**config.mk**
```make
export PLATFORM = sky130hd
export DESIGN_NAME = mux4_rr_arbiter_8bit
export DESIGN_NICKNAME = d
export VERILOG_FILES = /design/src/rtl/mux4_rr_arbiter_8bit.sv
export SDC_FILE = /design/constraint.sdc
export NUM_CORES = 1
export LEC_CHECK = 0
export ABC_AREA = 1
export BUFFER_PORTS_ARGS = -buffer_cell sky130_fd_sc_hd__buf_2
export CORE_ASPECT_RATIO = 0.75
export CORE_MARGIN = 2
export CORE_UTILIZATION = 45
export CTS_CLUSTER_SIZE = 8
export DETAILED_ROUTE_END_ITERATION = 8
export HOLD_SLACK_MARGIN = 0.12
export PLACE_DENSITY = 0.78
export SYNTH_ARGS = -nofsm -noshare
export SYNTH_HDL_FRONTEND = slang
export SYNTH_SLANG_ARGS = --single-unit
```
**constraint.sdc**
```tcl
create_clock -name clk -period 2.2 [get_ports clk]
set_input_delay 0.22 -clock clk [delete_from_list [all_inputs] [get_ports clk]]
set_output_delay 0.22 -clock clk [all_outputs]
set_load 0.03 [all_outputs]
```
**src/rtl/mux4_rr_arbiter_8bit.sv**
```systemverilog
// Round-robin arbiter and sequencer for a 4:1 mux. It drives the select lines and a one-hot
// grant, and it registers the chosen word into a valid/ready stage. Each grant is limited to a
// burst of MAX_BURST transfers.
module mux4_rr_arbiter_8bit #(
  parameter int WIDTH     = 8,
  parameter int MAX_BURST = 4
) (
  input  logic             clk,
  input  logic             rst,
  input  logic [3:0]       req,
  input  logic [WIDTH-1:0] i3,
  input  logic [WIDTH-1:0] i2,
  input  logic [WIDTH-1:0] i1,
  input  logic [WIDTH-1:0] i0,
  input  logic             out_ready,
  output logic [3:0]       gnt,
  output logic             sel1,
  output logic             sel0,
  output logic [WIDTH-1:0] f,
  output logic             out_valid,
  output logic             busy
);

  localparam int CW = $clog2(MAX_BURST + 1);
  localparam logic [CW-1:0] MAX_CNT = CW'(MAX_BURST);

  localparam logic [0:0] S_IDLE  = 1'b0;
  localparam logic [0:0] S_GRANT = 1'b1;

  // Handshake: a word moves downstream on a rising edge where out_valid and out_ready are both 1.
  // While out_valid=1 and out_ready=0, every registered output holds.

  logic [0:0]       state_q, state_d;
  logic [3:0]       gnt_q, gnt_d;
  logic [1:0]       sel_q, sel_d;
  logic [WIDTH-1:0] f_q, f_d;
  logic             valid_q, valid_d;
  logic [CW-1:0]    cnt_q, cnt_d;
  logic [1:0]       last_q, last_d;

  logic [1:0]       win_base;
  logic [1:0]       win;
  logic [WIDTH-1:0] win_data;
  logic [WIDTH-1:0] cur_data;
  logic             xfer;

  // First requester found when scanning from base+1 round to base.
  function automatic logic [1:0] pick(input logic [1:0] base, input logic [3:0] r);
    logic [1:0] idx;
    logic       found;
    pick  = base;
    found = 1'b0;
    for (int k = 1; k <= 4; k++) begin
      idx = base + 2'(k);
      if (!found && r[idx]) begin
        pick  = idx;
        found = 1'b1;
      end
    end
  endfunction

  function automatic logic [WIDTH-1:0] mux4(input logic [1:0] s, input logic [WIDTH-1:0] d3,
                                            input logic [WIDTH-1:0] d2, input logic [WIDTH-1:0] d1,
                                            input logic [WIDTH-1:0] d0);
    case (s)
      2'd0:    mux4 = d0;
      2'd1:    mux4 = d1;
      2'd2:    mux4 = d2;
      default: mux4 = d3;
    endcase
  endfunction

  // When a grant ends, the current owner becomes the new round-robin pointer.
  assign win_base = (state_q == S_GRANT) ? sel_q : last_q;
  assign win      = pick(win_base, req);
  assign win_data = mux4(win, i3, i2, i1, i0);
  assign cur_data = mux4(sel_q, i3, i2, i1, i0);
  assign xfer     = valid_q & out_ready;

  always_comb begin
    state_d = state_q;
    gnt_d   = gnt_q;
    sel_d   = sel_q;
    f_d     = f_q;
    valid_d = valid_q;
    cnt_d   = cnt_q;
    last_d  = last_q;
    if (state_q == S_IDLE) begin
      valid_d = 1'b0;
      if (req != 4'b0000) begin
        state_d = S_GRANT;
        gnt_d   = 4'b0001 << win;
        sel_d   = win;
        f_d     = win_data;
        valid_d = 1'b1;
        cnt_d   = CW'(1);
      end
    end else if (xfer) begin
      if (req[sel_q] && (cnt_q < MAX_CNT)) begin
        f_d   = cur_data;
        cnt_d = cnt_q + CW'(1);
      end else begin
        last_d = sel_q;
        if (req != 4'b0000) begin
          gnt_d   = 4'b0001 << win;
          sel_d   = win;
          f_d     = win_data;
          valid_d = 1'b1;
          cnt_d   = CW'(1);
        end else begin
          state_d = S_IDLE;
          gnt_d   = 4'b0000;
          valid_d = 1'b0;
          cnt_d   = '0;
        end
      end
    end
  end

  always_ff @(posedge clk or posedge rst) begin
    if (rst) begin
      state_q <= S_IDLE;
      gnt_q   <= 4'b0000;
      sel_q   <= 2'b00;
      f_q     <= '0;
      valid_q <= 1'b0;
      cnt_q   <= '0;
      last_q  <= 2'd3;
    end else begin
      state_q <= state_d;
      gnt_q   <= gnt_d;
      sel_q   <= sel_d;
      f_q     <= f_d;
      valid_q <= valid_d;
      cnt_q   <= cnt_d;
      last_q  <= last_d;
    end
  end

  assign gnt       = gnt_q;
  assign sel1      = sel_q[1];
  assign sel0      = sel_q[0];
  assign f         = f_q;
  assign out_valid = valid_q;
  assign busy      = (state_q == S_GRANT);

endmodule

```
==> results_dict.tcl <==
set metrics [dict create \
    tns_ns 0 \
    fin_skew_ns 0.008517 \
    status "finished clean" \
    slew_violations 0 \
    antenna_found_initial 0 \
    syn-num-nets 343 \
    cts_made_buffers 3 \
    finalHoldViolations 0 \
    drv_cap 0 \
    synth_seq_area_share_pct 28.32 \
    startpoint_type "register" \
    critPathMaxFanout 7 \
    die_w_um 78.32 \
    portBuffers 54 \
    cp-end-kind "register" \
    clock_path_buffers 2 \
    clk_pin_slew_worst_paths_ns 0.09 \
    ir_drop_mv 0.2245 \
    drt_iter0_drc 175 \
    dr_total_vias 2325 \
    post-route-drc-count 0 \
    finalCritPeriodShare_pct 99.22 \
    clk_latency_ns 0.27 \
    drtPass1Iterations 5 \
    die_h_um 59.74 \
    htree_levels 1 \
    r2r_cells 20 \
    hpwl_um 4339 \
    hold_buffers 0 \
    nFillCells 370 \
    path_class "reg2reg" \
    grt-ovfl-total 0 \
    rows 20 \
    core_region_area_um2 4004 \
    timing.slew.headroom_pct 43.10 \
    worst_pin_slew_ns 0.8525 \
    cts.sinks 21 \
    syn_area_per_cell_um2 6.153 \
    setup_violations 0 \
    antenna_left 0 \
    vias_per_cell 5.357 \
    hold_slack_ns 0.1103 \
    crit_arrival_ns 2.35 \
    initial_core_util_pct 46.56 \
    routed_wl_um 6144 \
    crit_required_ns 2.37 \
    grt_pass1_wl_um 9259 \
    dieArea_um2 4679 \
    worst_r2r_endpoint "f[7]$_DFFE_PP0P_" \
    fin_util_pct 63.34 \
    antenna_cells 0 \
    netlist_instances 303 \
    layout.cells.most_common "nand2_1" \
    synth_cell_type_count 31 \
    synthesis.area_um2 1864 \
    p_per_area_nw_per_um2 330.0 \
    grt_setup_unrepaired "yes" \
    wire_per_inst_um 14.16 \
    rrSetupSlack_ns 0.02 \
    clock-root-buffer "clkbuf_8" \
    synth-seq-cells 21 \
    hold_class "in2async" \
    grt_pass1_vias 1982 \
    drive_above_1_share_pct 33.51 \
    p_leak_nw 1.426 \
    layout_common_cells "nand2_1 (120), buf_2 (55), inv_1 (29), nand3_1 (22), buf_4 (22)" \
    gp_congestion 0.9166 \
    grt_max_degree 22 \
    area_delta_synth_final_pct 36.04 \
    period_minus_slack_ns 2.183 \
    pin_count 55 \
    yosys_warnings 0 \
    nets 420 \
    max_freq_mhz 458.1 \
    cts_tree "built" \
    r2r_start "last_q[0]$_DFFE_PP1P_" \
    grt_usage_pct 25.47 \
]
-- state kept, by name, indices dropped and copies added, names as in the netlist --
| name | cells |
|---|---|
| f | 8 |
| gnt | 4 |
| cnt_q | 3 |
| last_q | 2 |
| sel_q | 2 |
| busy | 1 |
| out_valid | 1 |
-- power by group --
part | switching (W) | total (W) | leakage [nW] | internal [W]
Clock | 0.000139 | 0.000268 | 0.0228 | 0.000129
Combinational | 0.000105 | 0.000183 | 1.14 | 0.0000787
Sequential | 0 | 0.000386 | 0.264 | 0.000386
-- how the worst max path moves through the flow --
stage / start / to / slack (ns) / depth (start not counted)
2_1_floorplan: busy$_DFF_PP0_ / f[0]$_DFFE_PP0P_ / 0.07 / 20
3_3_place_gp: busy$_DFF_PP0_ / f[6]$_DFFE_PP0P_ / 0.09 / 18
3_5_place_dp: busy$_DFF_PP0_ / f[1]$_DFFE_PP0P_ / -0.02 / 20
4_1_cts: last_q[0]$_DFFE_PP1P_ / f[1]$_DFFE_PP0P_ / 0.01 / 20
5_1_grt: last_q[0]$_DFFE_PP1P_ / f[2]$_DFFE_PP0P_ / -0.13 / 20
6_report: last_q[0]$_DFFE_PP1P_ / f[7]$_DFFE_PP0P_ / 0.02 / 20
-- final cells by class --
type	instances	area (um^2)	area share, %
inverter	37	146.4	5.772
clock buffer	4	45.04	1.776
tap	55	68.82	2.713
sequential	21	531.8	20.97
multi-input combinational	238	1264	49.83
timing repair buffer	79	480.5	18.94
-- routing by layer --
| metal | part of all wire (%) | global-route usage (%) |
|---|---|---|
| met5 | 0 | 0 |
| met3 | 7.0 | 4.230 |
| met4 | 1.9 | 6.767 |
| met2 | 48 | 41.75 |
| met1 | 44 | 35.43 |
-- synth_stat cells --
master	number	area share (%)
ha_1	1	0.67
nand2_2	10	3.4
a221oi_1	5	2.3
nand2_1	132	27
o21bai_1	2	0.81
nor2_1	4	0.81
nor2_2	5	1.7
o221ai_1	1	0.47
nand2_4	2	1.2
o22ai_1	2	0.67
buf_2	2	0.54
dfrtp_1	19	26
o21ai_1	1	0.27
nor4_1	1	0.34
o21ai_0	21	5.6
a22oi_1	1	0.40
inv_1	31	6.2
a21oi_1	3	0.81
buf_4	1	0.40
clkbuf_1	3	0.60
inv_2	5	1.0
clkinv_1	1	0.20
nand3_1	22	5.9
nand4_1	8	2.7
nand3b_1	9	3.6
buf_6	1	0.60
o31ai_1	1	0.40
dfstp_2	2	2.8
a22o_1	5	2.3
nand3_2	1	0.54
a32o_1	1	0.54
-- worst max-delay path, cell delays in order (launching register included) --
cell	delay [ns]
dfstp_2	0.58
inv_2	0.05
nand2_2	0.07
nand2_4	0.09
nand2_2	0.09
nand2_2	0.07
nand2_2	0.09
nand2_4	0.07
nor2_4	0.10
nand2_2	0.08
nand2_2	0.09
nand2_4	0.07
nand2_8	0.10
buf_2	0.15
nand3b_1	0.07
nand2_1	0.07
inv_1	0.04
nand2_1	0.05
nand2_1	0.05
nand2_1	0.05
nand2_1	0.04
-- per-stage QoR --
stage / cell area (um^2) / worst slack, ns / power (W) / std cells
finish: 2536 / 0.01723 / 0.0008370 / 434
global placement: 2267 / 0.09102 / 0.0005490 / 418
global route: 2536 / -0.1272 / 0.0008789 / 434
CTS: 2316 / 0.01278 / 0.0008151 / 422
floorplan: 1864 / 0.07496 / 0.0004834 / 303
detailed placement: 2267 / -0.01753 / 0.0005513 / 418
-- cell families (layout without fill, tap and decap cells) --
logic type / after synthesis / count (layout) / synth area share [%]
AND/OR/NAND/NOR: 194 / 194 / 46.71
buffers and inverters: 44 / 120 / 9.597
AO/OA/AOI/OAI: 43 / 43 / 14.70
flip-flops: 21 / 21 / 28.32
adder cells (fa/ha/maj): 1 / 1 / 0.6710
-- what timing repair did --
| action | 4_1_cts | 5_1_grt |
|---|---|---|
| setup buffers | 0 | 11 |
| gates resized for setup | 2 | 34 |
| setup endpoints to repair | 5 | 11 |
| endpoints found under the hold margin | 0 | 0 |
| pin swaps | 0 | 12 |
| gates cloned | 0 | 1 |
No activity file was read; power rests on OpenSTA's default activity.
